$ cat config.mk
export PLATFORM = sky130hd
export DESIGN_NAME = channel_initial_select_flat
export DESIGN_NICKNAME = d
export VERILOG_FILES = /design/src/rtl/channel_initial_select_if.sv /design/src/rtl/channel_initial_select.sv /design/src/flat_wrapper.sv
export SDC_FILE = /design/constraint.sdc
export NUM_CORES = 1
export LEC_CHECK = 0
export ABC_AREA = 1
export CAP_MARGIN = 20
export CORE_MARGIN = 1
export CORE_UTILIZATION = 46
export DETAILED_ROUTE_END_ITERATION = 10
export GPL_ROUTABILITY_DRIVEN = 1
export PLACE_DENSITY = 0.75
export RECOVER_POWER = 50
export SLEW_MARGIN = 5
export SYNTH_ARGS = -nofsm -noshare
export SYNTH_HDL_FRONTEND = slang
export SYNTH_SLANG_ARGS = --single-unit
$ cat constraint.sdc
create_clock -name clk -period 3.5 [get_ports clk]
set_input_delay 0.35 -clock clk [delete_from_list [all_inputs] [get_ports clk]]
set_output_delay 0.35 -clock clk [all_outputs]
set_load 0.005 [all_outputs]
$ cat src/rtl/channel_initial_select_if.sv
//------------------------------------------------------------------------------
// channel_initial_select_if
// Host request/report signals plus the B-side outbound and inbound tags/bus
// of the channel frontend, bundled for the initial selection sequencer.
// Revision: 1.0
//------------------------------------------------------------------------------
`default_nettype none

interface channel_initial_select_if;
  // host side
  logic       online;
  logic       start;
  logic [7:0] dev_addr;
  logic [7:0] command;
  logic       busy;
  logic       done;
  logic [2:0] result;
  logic [7:0] status;
  // outbound bus and tags
  logic [7:0] bus_out;
  logic       bus_out_parity;
  logic       operational_out;
  logic       address_out;
  logic       select_out;
  logic       hold_out;
  logic       command_out;
  logic       service_out;
  // inbound bus and tags (already synchronized)
  logic [7:0] bus_in;
  logic       bus_in_parity;
  logic       operational_in;
  logic       address_in;
  logic       select_in;
  logic       status_in;

  // sequencer view
  modport slave (
    input  online, start, dev_addr, command,
    input  bus_in, bus_in_parity, operational_in, address_in, select_in, status_in,
    output busy, done, result, status,
    output bus_out, bus_out_parity, operational_out, address_out, select_out,
    output hold_out, command_out, service_out
  );

  // host / frontend view
  modport master (
    output online, start, dev_addr, command,
    output bus_in, bus_in_parity, operational_in, address_in, select_in, status_in,
    input  busy, done, result, status,
    input  bus_out, bus_out_parity, operational_out, address_out, select_out,
    input  hold_out, command_out, service_out
  );
endinterface

`default_nettype wire

$ cat src/rtl/channel_initial_select.sv
//------------------------------------------------------------------------------
// channel_initial_select
// Channel-side sequencer for the initial selection: presents the device
// address, raises select/hold, sends the command byte, acknowledges the
// initial status byte and reports ok/error to the host.
// Revision: 1.0
//------------------------------------------------------------------------------
`default_nettype none

module channel_initial_select #(
  parameter int ADDR_SETUP = 4,
  parameter int TIMEOUT    = 65535
) (
  input  logic                      clk,
  input  logic                      reset,
  channel_initial_select_if.slave   ch
);

  typedef enum logic [2:0] {
    IDLE, ADDR, SEL, WAIT_ADDR, CMD, WAIT_STATUS, SVC, DONE
  } state_t;

  localparam logic [15:0] SETUP_LAST   = 16'(ADDR_SETUP - 1);
  localparam logic [15:0] TIMEOUT_LAST = 16'(TIMEOUT - 1);

  localparam logic [2:0] RES_OK       = 3'd0;
  localparam logic [2:0] RES_NODEV    = 3'd1;
  localparam logic [2:0] RES_MISMATCH = 3'd2;
  localparam logic [2:0] RES_TIMEOUT  = 3'd3;
  localparam logic [2:0] RES_PARITY   = 3'd4;

  state_t      state;
  logic [15:0] cnt;
  logic [7:0]  addr_q;
  logic [7:0]  cmd_q;

  logic        in_par_ok;
  logic        timed_out;
  logic        abort;
  logic [2:0]  abort_code;

  assign in_par_ok = (ch.bus_in_parity == ~^ch.bus_in);
  assign timed_out = (cnt == TIMEOUT_LAST);

  // Decide whether this clock ends the sequence with an error, and which one.
  // Losing the host outranks anything the device reports.
  always_comb begin
    abort      = 1'b0;
    abort_code = RES_OK;
    if (state != IDLE && !ch.online) begin
      abort      = 1'b1;
      abort_code = RES_TIMEOUT;
    end else begin
      case (state)
        WAIT_ADDR: begin
          if (ch.operational_in && ch.address_in) begin
            if (ch.bus_in != addr_q) begin
              abort      = 1'b1;
              abort_code = RES_MISMATCH;
            end else if (!in_par_ok) begin
              abort      = 1'b1;
              abort_code = RES_PARITY;
            end
          end else if (ch.select_in) begin
            abort      = 1'b1;
            abort_code = RES_NODEV;
          end else if (timed_out) begin
            abort      = 1'b1;
            abort_code = RES_TIMEOUT;
          end
        end
        CMD: begin
          if (ch.address_in && timed_out) begin
            abort      = 1'b1;
            abort_code = RES_TIMEOUT;
          end
        end
        WAIT_STATUS: begin
          if (ch.status_in && !in_par_ok) begin
            abort      = 1'b1;
            abort_code = RES_PARITY;
          end else if (!ch.status_in && timed_out) begin
            abort      = 1'b1;
            abort_code = RES_TIMEOUT;
          end
        end
        SVC: begin
          if (ch.status_in && timed_out) begin
            abort      = 1'b1;
            abort_code = RES_TIMEOUT;
          end
        end
        DONE: begin
          if (ch.operational_in && timed_out) begin
            abort      = 1'b1;
            abort_code = RES_TIMEOUT;
          end
        end
        default: ;
      endcase
    end
  end

  // Selection sequencer: state, wait counter and every registered output.
  // The outbound parity bit is always loaded together with bus_out so it is
  // odd parity of the bus in every cycle (1 while the bus is 0x00).
  always_ff @(posedge clk) begin
    if (reset) begin
      state              <= IDLE;
      cnt                <= 16'd0;
      addr_q             <= 8'd0;
      cmd_q              <= 8'd0;
      ch.busy            <= 1'b0;
      ch.done            <= 1'b0;
      ch.result          <= 3'd0;
      ch.status          <= 8'd0;
      ch.bus_out         <= 8'd0;
      ch.bus_out_parity  <= 1'b1;
      ch.operational_out <= 1'b0;
      ch.address_out     <= 1'b0;
      ch.select_out      <= 1'b0;
      ch.hold_out        <= 1'b0;
      ch.command_out     <= 1'b0;
      ch.service_out     <= 1'b0;
    end else begin
      ch.operational_out <= ch.online;
      ch.done            <= 1'b0;
      if (abort) begin
        state             <= IDLE;
        cnt               <= 16'd0;
        ch.address_out    <= 1'b0;
        ch.select_out     <= 1'b0;
        ch.hold_out       <= 1'b0;
        ch.command_out    <= 1'b0;
        ch.service_out    <= 1'b0;
        ch.bus_out        <= 8'd0;
        ch.bus_out_parity <= 1'b1;
        ch.done           <= 1'b1;
        ch.result         <= abort_code;
        ch.busy           <= 1'b0;
      end else begin
        case (state)
          IDLE: begin
            // a start coinciding with the done pulse is not a new request
            if (ch.start && ch.online && !ch.done) begin
              addr_q            <= ch.dev_addr;
              cmd_q             <= ch.command;
              ch.bus_out        <= ch.dev_addr;
              ch.bus_out_parity <= ~^ch.dev_addr;
              ch.address_out    <= 1'b1;
              ch.busy           <= 1'b1;
              cnt               <= 16'd0;
              state             <= ADDR;
            end
          end
          ADDR: begin
            if (cnt == SETUP_LAST) begin
              ch.select_out <= 1'b1;
              ch.hold_out   <= 1'b1;
              cnt           <= 16'd0;
              state         <= SEL;
            end else begin
              cnt <= cnt + 16'd1;
            end
          end
          SEL: begin
            cnt   <= 16'd0;
            state <= WAIT_ADDR;
          end
          WAIT_ADDR: begin
            if (ch.operational_in && ch.address_in) begin
              ch.address_out    <= 1'b0;
              ch.bus_out        <= cmd_q;
              ch.bus_out_parity <= ~^cmd_q;
              ch.command_out    <= 1'b1;
              cnt               <= 16'd0;
              state             <= CMD;
            end else begin
              cnt <= cnt + 16'd1;
            end
          end
          CMD: begin
            if (!ch.address_in) begin
              ch.command_out <= 1'b0;
              cnt            <= 16'd0;
              state          <= WAIT_STATUS;
            end else begin
              cnt <= cnt + 16'd1;
            end
          end
          WAIT_STATUS: begin
            if (ch.status_in) begin
              ch.status      <= ch.bus_in;
              ch.service_out <= 1'b1;
              cnt            <= 16'd0;
              state          <= SVC;
            end else begin
              cnt <= cnt + 16'd1;
            end
          end
          SVC: begin
            if (!ch.status_in) begin
              ch.service_out    <= 1'b0;
              ch.select_out     <= 1'b0;
              ch.hold_out       <= 1'b0;
              ch.bus_out        <= 8'd0;
              ch.bus_out_parity <= 1'b1;
              cnt               <= 16'd0;
              state             <= DONE;
            end else begin
              cnt <= cnt + 16'd1;
            end
          end
          DONE: begin
            if (!ch.operational_in) begin
              ch.done   <= 1'b1;
              ch.result <= RES_OK;
              ch.busy   <= 1'b0;
              cnt       <= 16'd0;
              state     <= IDLE;
            end else begin
              cnt <= cnt + 16'd1;
            end
          end
        endcase
      end
    end
  end

endmodule

`default_nettype wire

$ cat src/flat_wrapper.sv
// flat-port wrapper written by rule: the top's interface ports become plain ports
module channel_initial_select_flat 
#(
  parameter int ADDR_SETUP = 4,
  parameter int TIMEOUT    = 65535
)
  (clk, reset, ch_online, ch_start, ch_dev_addr, ch_command, ch_bus_in, ch_bus_in_parity, ch_operational_in, ch_address_in, ch_select_in, ch_status_in, ch_busy, ch_done, ch_result, ch_status, ch_bus_out, ch_bus_out_parity, ch_operational_out, ch_address_out, ch_select_out, ch_hold_out, ch_command_out, ch_service_out);
  channel_initial_select_if ch_i ();
  input  logic clk;
  input  logic reset;
  input wire logic [$bits(ch_i.online)-1:0] ch_online;
  input wire logic [$bits(ch_i.start)-1:0] ch_start;
  input wire logic [$bits(ch_i.dev_addr)-1:0] ch_dev_addr;
  input wire logic [$bits(ch_i.command)-1:0] ch_command;
  input wire logic [$bits(ch_i.bus_in)-1:0] ch_bus_in;
  input wire logic [$bits(ch_i.bus_in_parity)-1:0] ch_bus_in_parity;
  input wire logic [$bits(ch_i.operational_in)-1:0] ch_operational_in;
  input wire logic [$bits(ch_i.address_in)-1:0] ch_address_in;
  input wire logic [$bits(ch_i.select_in)-1:0] ch_select_in;
  input wire logic [$bits(ch_i.status_in)-1:0] ch_status_in;
  output wire logic [$bits(ch_i.busy)-1:0] ch_busy;
  output wire logic [$bits(ch_i.done)-1:0] ch_done;
  output wire logic [$bits(ch_i.result)-1:0] ch_result;
  output wire logic [$bits(ch_i.status)-1:0] ch_status;
  output wire logic [$bits(ch_i.bus_out)-1:0] ch_bus_out;
  output wire logic [$bits(ch_i.bus_out_parity)-1:0] ch_bus_out_parity;
  output wire logic [$bits(ch_i.operational_out)-1:0] ch_operational_out;
  output wire logic [$bits(ch_i.address_out)-1:0] ch_address_out;
  output wire logic [$bits(ch_i.select_out)-1:0] ch_select_out;
  output wire logic [$bits(ch_i.hold_out)-1:0] ch_hold_out;
  output wire logic [$bits(ch_i.command_out)-1:0] ch_command_out;
  output wire logic [$bits(ch_i.service_out)-1:0] ch_service_out;
  assign ch_i.online = ch_online;
  assign ch_i.start = ch_start;
  assign ch_i.dev_addr = ch_dev_addr;
  assign ch_i.command = ch_command;
  assign ch_i.bus_in = ch_bus_in;
  assign ch_i.bus_in_parity = ch_bus_in_parity;
  assign ch_i.operational_in = ch_operational_in;
  assign ch_i.address_in = ch_address_in;
  assign ch_i.select_in = ch_select_in;
  assign ch_i.status_in = ch_status_in;
  assign ch_busy = ch_i.busy;
  assign ch_done = ch_i.done;
  assign ch_result = ch_i.result;
  assign ch_status = ch_i.status;
  assign ch_bus_out = ch_i.bus_out;
  assign ch_bus_out_parity = ch_i.bus_out_parity;
  assign ch_operational_out = ch_i.operational_out;
  assign ch_address_out = ch_i.address_out;
  assign ch_select_out = ch_i.select_out;
  assign ch_hold_out = ch_i.hold_out;
  assign ch_command_out = ch_i.command_out;
  assign ch_service_out = ch_i.service_out;
  channel_initial_select #(.ADDR_SETUP(ADDR_SETUP), .TIMEOUT(TIMEOUT)) u_core (.clk(clk), .reset(reset), .ch(ch_i));
endmodule
* Yosys cells after proc, flatten, opt, wreduce, memory -nomap -nowiden
Cells that the tools add are included.
Word-level totals: register bits after elaboration 62, output and inout bits 28, logic and storage cells 138
Cells by class: $add $sub $neg 1, equality and inequality tests 19, muxes and demuxes 66, bitwise operators 1, reductions and logical operators 36
Operator list (count):
- $pmux W16 S8 | 1
- $mux W16 | 7
- $mux W3 | 15
- $mux W1 | 25
- $mux W8 | 3
- $pmux W3 S8 | 1
- $pmux W8 S3 | 1
- $reduce_xnor A8 Y1 | 3
- $reduce_and A3 Y1 | 7
- $add A16 B1 Y16 const B | 1
- $eq A16 B16 Y1 const B | 1
- $eq A16 B2 Y1 const B | 1
- $pmux W3 S5 | 1
- $eq A3 B3 Y1 const B | 4
- $reduce_bool A2 Y1 | 6
- $mux W2 | 5
- $pmux W1 S2 | 5
- $logic_and A1 B1 Y1 | 9
- $ne A2 B1 Y1 const B | 4
- $ne A2 B2 Y1 const B | 4
- $ne A8 B8 Y1 | 1
- $reduce_and A7 Y1 | 1
- $eq A3 B2 Y1 const B | 2
- $reduce_bool A3 Y1 | 2
- 10 further kinds | 13

* Logic depth before layout (Yosys ltp)
word-level depth 9, mapped depth 17, gate-level depth less buffers 16

* Worst setup path after synthesis
No wires, ideal clock.
path type register to register, start register u_core.state[0], end register u_core.cnt[10], data arrival time 1860 ps, required time 3438 ps, slack 1578 ps, stages on the path, launching flop included 15, buffers on the path 1, clock period less this slack 1922 ps, path through dfxtp_1 inv_1 ha_1 nand3_1 o21ai_1 nor2_2 nor2_1 a21oi_2 nand2_4 nor2_8 nand3_4 clkinv_2 nand2_4 buf_6 nor2_4
Between the ends: cells in the longest elaborated chain, start to end 4, elaborated cells on any way between the ends 15
Ends and longest elaborated chain:
- from (decl) | RTL line channel_initial_select.sv:32 | state_t state;
- from (signal assigned) | RTL line channel_initial_select.sv:109 | state <= IDLE;
- from (signal assigned) | RTL line channel_initial_select.sv:129 | state <= IDLE;
- from (signal assigned) | RTL line channel_initial_select.sv:153 | state <= ADDR;
- $eq A3 B3 Y1, or another cell as far along | RTL line channel_initial_select.sv:54, channel_initial_select.sv:142
- $pmux W1 S5 or $logic_and A1 B1 Y1 (tied branches) | RTL line channel_initial_select.sv:54, channel_initial_select.sv:50
- $mux W1 | RTL line channel_initial_select.sv:50 | if (state != IDLE && !ch.online) begin
- $reduce_or A2 Y1 (no line)
- to (signal assigned) | RTL line channel_initial_select.sv:163 | cnt <= cnt + 16'd1;
- to (signal assigned) | RTL line channel_initial_select.sv:179 | cnt <= cnt + 16'd1;
- to (signal assigned) | RTL line channel_initial_select.sv:188 | cnt <= cnt + 16'd1;
- to (decl) | RTL line channel_initial_select.sv:33 | logic [15:0] cnt;
Parallel ways exist; a longest one is shown, timed or not. A chain may end at the register's enable or synchronous reset.

* Worst setup path after layout
start input reset, end register u_core.cnt[4]
Between the ends: cells in the longest elaborated chain, start to end 1
Ends and longest elaborated chain:
- from (decl) | RTL line flat_wrapper.sv:10 | input logic reset;
- $reduce_or A2 Y1 (no line)
No other way between the ends.

==> out/results.txt <==
outcome: finished clean
max_cap viols: 0
CP bufs+invs: 4
die area: 7590 sq um
min Tclk post-route: 2.78 ns
die height: 87.1 um
CTS sink count: 62
via count: 3093
CP Capture Type: register
Critical Path, Cell by Cell: clkdlybuf4s50_1 -> clkbuf_1 -> clkinv_1 -> nand3_4 -> clkinv_2 -> nand2_4 -> nor2_1
drt total wl: 7910 um
Clk Latency, worst-skew pair: 0.34 ns
Distinct cells, synth: 39
register area share after synthesis: 37.2%
Tot Pwr: 2.18 mW
CTS Root Cell: clkbuf_8
Register Area: 1240 sq um
final hold vios: 0
Worst Reg-to-Reg Cells: 13
syn_area_per_cell: 7.29 sq um
Final setup viols: 0
area of the multi-input gates: 1820 sq um
initial DRC count: 152
cell family with most CP delay: buffers and inverters
CP Depth: 7
vias in the first global route: 2758
Wirelength per Cell: 12.8 um
Post-Syn Nets: 496
initial antenna violation count: 0
area grow syn2layout: 24.8%
CTS tree: built
Worst-path clk slew: 0.07 ns
standard-cell rows: 30
DPL Wire Length: 5960 um
GPL Wtd Cong: 0.936
Inserted Clock Buffers: 9
Final Max Slew Viols: 0
Lkg Pwr: 1.81 nW
Worst slew margin: 36.6%
I/O Buffers: 60
First-pass DRT Iterations: 4
io pins: 61
unrepaired setup endpoints after global routing: false
VDD IR max: 0.358 mV
Yosys reg bits: 62
Worst EP required: 3.71 ns
Setup Fix Bufs, Post-CTS: 0
Post-Syn Area: 3330 sq um
clk_skew: 0.0104 ns
residual DRC count: 0
worst-path maximum fanout: 21
Nets: 557
Min-Delay Path Class: reg -> reg
GRT Total Usage: 21.4%
cts hold-fix bufs: 0
Top FF cell, synth: dfxtp_1
critical path arrival: 2.99 ns
Chip Width: 87.1 um
Vias/cell: 5.02
Peak Freq: 360 MHz
H-tree Lvls: 3
WHS Path Cells: 2
share of cells above drive strength 1: 8.08%
setup_tns: 0 ns
Fill cells: 675
core footprint: 6910 sq um
Post-synth EDFFs: 0
Final ANT Viol Nets: 0
Max clock buf depth: 2
Placed Cells: 603
Yosys Warn Count: 0
power per cell area: 525 nW/um^2
slowest CP cell: clkbuf_1
Initial Utilization: 48.3%
Synth Instances: 457
Remaining Overflow, GRT: 0
worst-margin pin slew: 0.951 ns
first-pass GRT wire length: 12700 um
diode count: 0
Post-Layout Cell Count: 616
largest net degree at the start of global routing: 23
Post-Route Utilization: 60.2%
Period Utilization, post-route: 79.3%
CP max stage delay: 0.71 ns
post-cts resize count: 0
asr flop ratio synth: 0%
Worst setup SP type: primary input
Setup CP Type: in -> reg
[path summary, 6_finish.rpt]
| check | start | to | slack, ns |
|---|---|---|---|
| worst min-delay path | u_core.ch.bus_out[3]$_SDFFE_PP0P_ | u_core.ch.bus_out[3]$_SDFFE_PP0P_ | 0.46 |
| worst max register to register | u_core.state[0]$_SDFFE_PP0P_ | u_core.cnt[4]$_SDFFE_PP0N_ | 0.80 |
| worst max-delay path | reset | u_core.cnt[4]$_SDFFE_PP0N_ | 0.72 |
| worst min register to register | u_core.ch.bus_out[3]$_SDFFE_PP0P_ | u_core.ch.bus_out[3]$_SDFFE_PP0P_ | 0.46 |
[power breakdown]
group	leakage, nW	switching (mW)	total (mW)	internal (mW)
Clock	0.0911	0.254	0.589	0.335
Sequential	0.503	0.0597	0.852	0.792
Combinational	1.21	0.460	0.742	0.283
[per-stage QoR]
stage / area (sq um) / setup WS [ns] / hold WS (ns)
finish: 4160 / 0.723 / 0.458
global route: 4160 / 0.472 / 0.473
CTS: 4180 / 0.963 / 0.463
detailed placement: 4000 / 0.659 / 0.453
global placement: 4000 / 0.766 / 0.457
floorplan: 3330 / 1.58 / 0.452
[cell type report]
cell class | count | area share (%)
inverters | 53 | 4.81
clock buffers | 11 | 3.40
well taps | 96 | 2.89
flip-flops and latches | 62 | 29.8
multi-input cells | 331 | 43.7
repair buffers | 61 | 14.5
clock inverters | 2 | 0.842
[placed cells by master (no fill, tap or decap), types with 2 or more instances in the layout]
master,instances
inv_1,44
nor2_2,3
a22o_1,5
nand2_1,112
o211ai_1,2
clkinv_1,3
ha_1,6
a21oi_1,35
nor4_1,4
inv_2,5
clkbuf_8,10
xor2_1,22
nand2_2,5
clkbuf_1,2
o21ai_0,3
clkdlybuf4s50_1,32
o21ai_1,2
a32o_1,3
nor2_4,11
dfxtp_1,62
nor2_1,49
nand3_1,32
dlygate4sd3_1,28
clkinv_2,2
nand4_1,7
nor3_1,6
xnor2_1,13
nand2_4,2
[cells by family (layout without fill, tap and decap cells)]
kind of cell / count (synthesis) / in the layout / share of synthesized area [%]
buf+inv: 64 / 127 / 7.88
flops: 62 / 62 / 37.2
simple gates: 237 / 237 / 34.0
compound gates: 53 / 53 / 9.46
xor+xnor: 35 / 35 / 9.20
fa+ha+maj: 6 / 6 / 2.25
[tightest hold or removal path: cells and delay by family (launching register included)]
| kind | cells | cell delay, ns |
|---|---|---|
| flip-flops | 1 | 0.31 |
| AND/OR/NAND/NOR | 1 | 0.06 |
| AO/OA/AOI/OAI | 1 | 0.05 |
[per-layer routing]
metal	GRT usage [%]	wire (um)
met3	5.21	408
met5	0	0
met2	37.0	3860
met4	4.47	42
met1	27.2	3590
[registers in the layout, indices dropped and copies added (netlist names)]
name                       count
u_core.ch.address_out          1
u_core.ch.bus_out_parity       1
u_core.state                   3
u_core.ch.select_out           1
u_core.ch.status               8
u_core.ch.busy                 1
u_core.addr_q                  8
u_core.ch.command_out          1
u_core.ch.done                 1
u_core.ch.bus_out              8
u_core.ch.operational_out      1
u_core.cnt                    16
u_core.cmd_q                   8
u_core.ch.result               3
u_core.ch.service_out          1
[cells in the mapped netlist, drive strengths merged (6+ instances only)]
master | n | area share (%)
nor2 | 64 | 10
xor2 | 22 | 5.8
nor3 | 6 | 0.90
buf | 8 | 1.5
nand4 | 7 | 1.5
nand2 | 119 | 14
ha | 6 | 2.3
dfxtp | 62 | 37
xnor2 | 13 | 3.4
nand3 | 33 | 5.3
a21oi | 35 | 5.4
inv | 49 | 5.5
No activity file was read; power rests on OpenSTA's default activity.
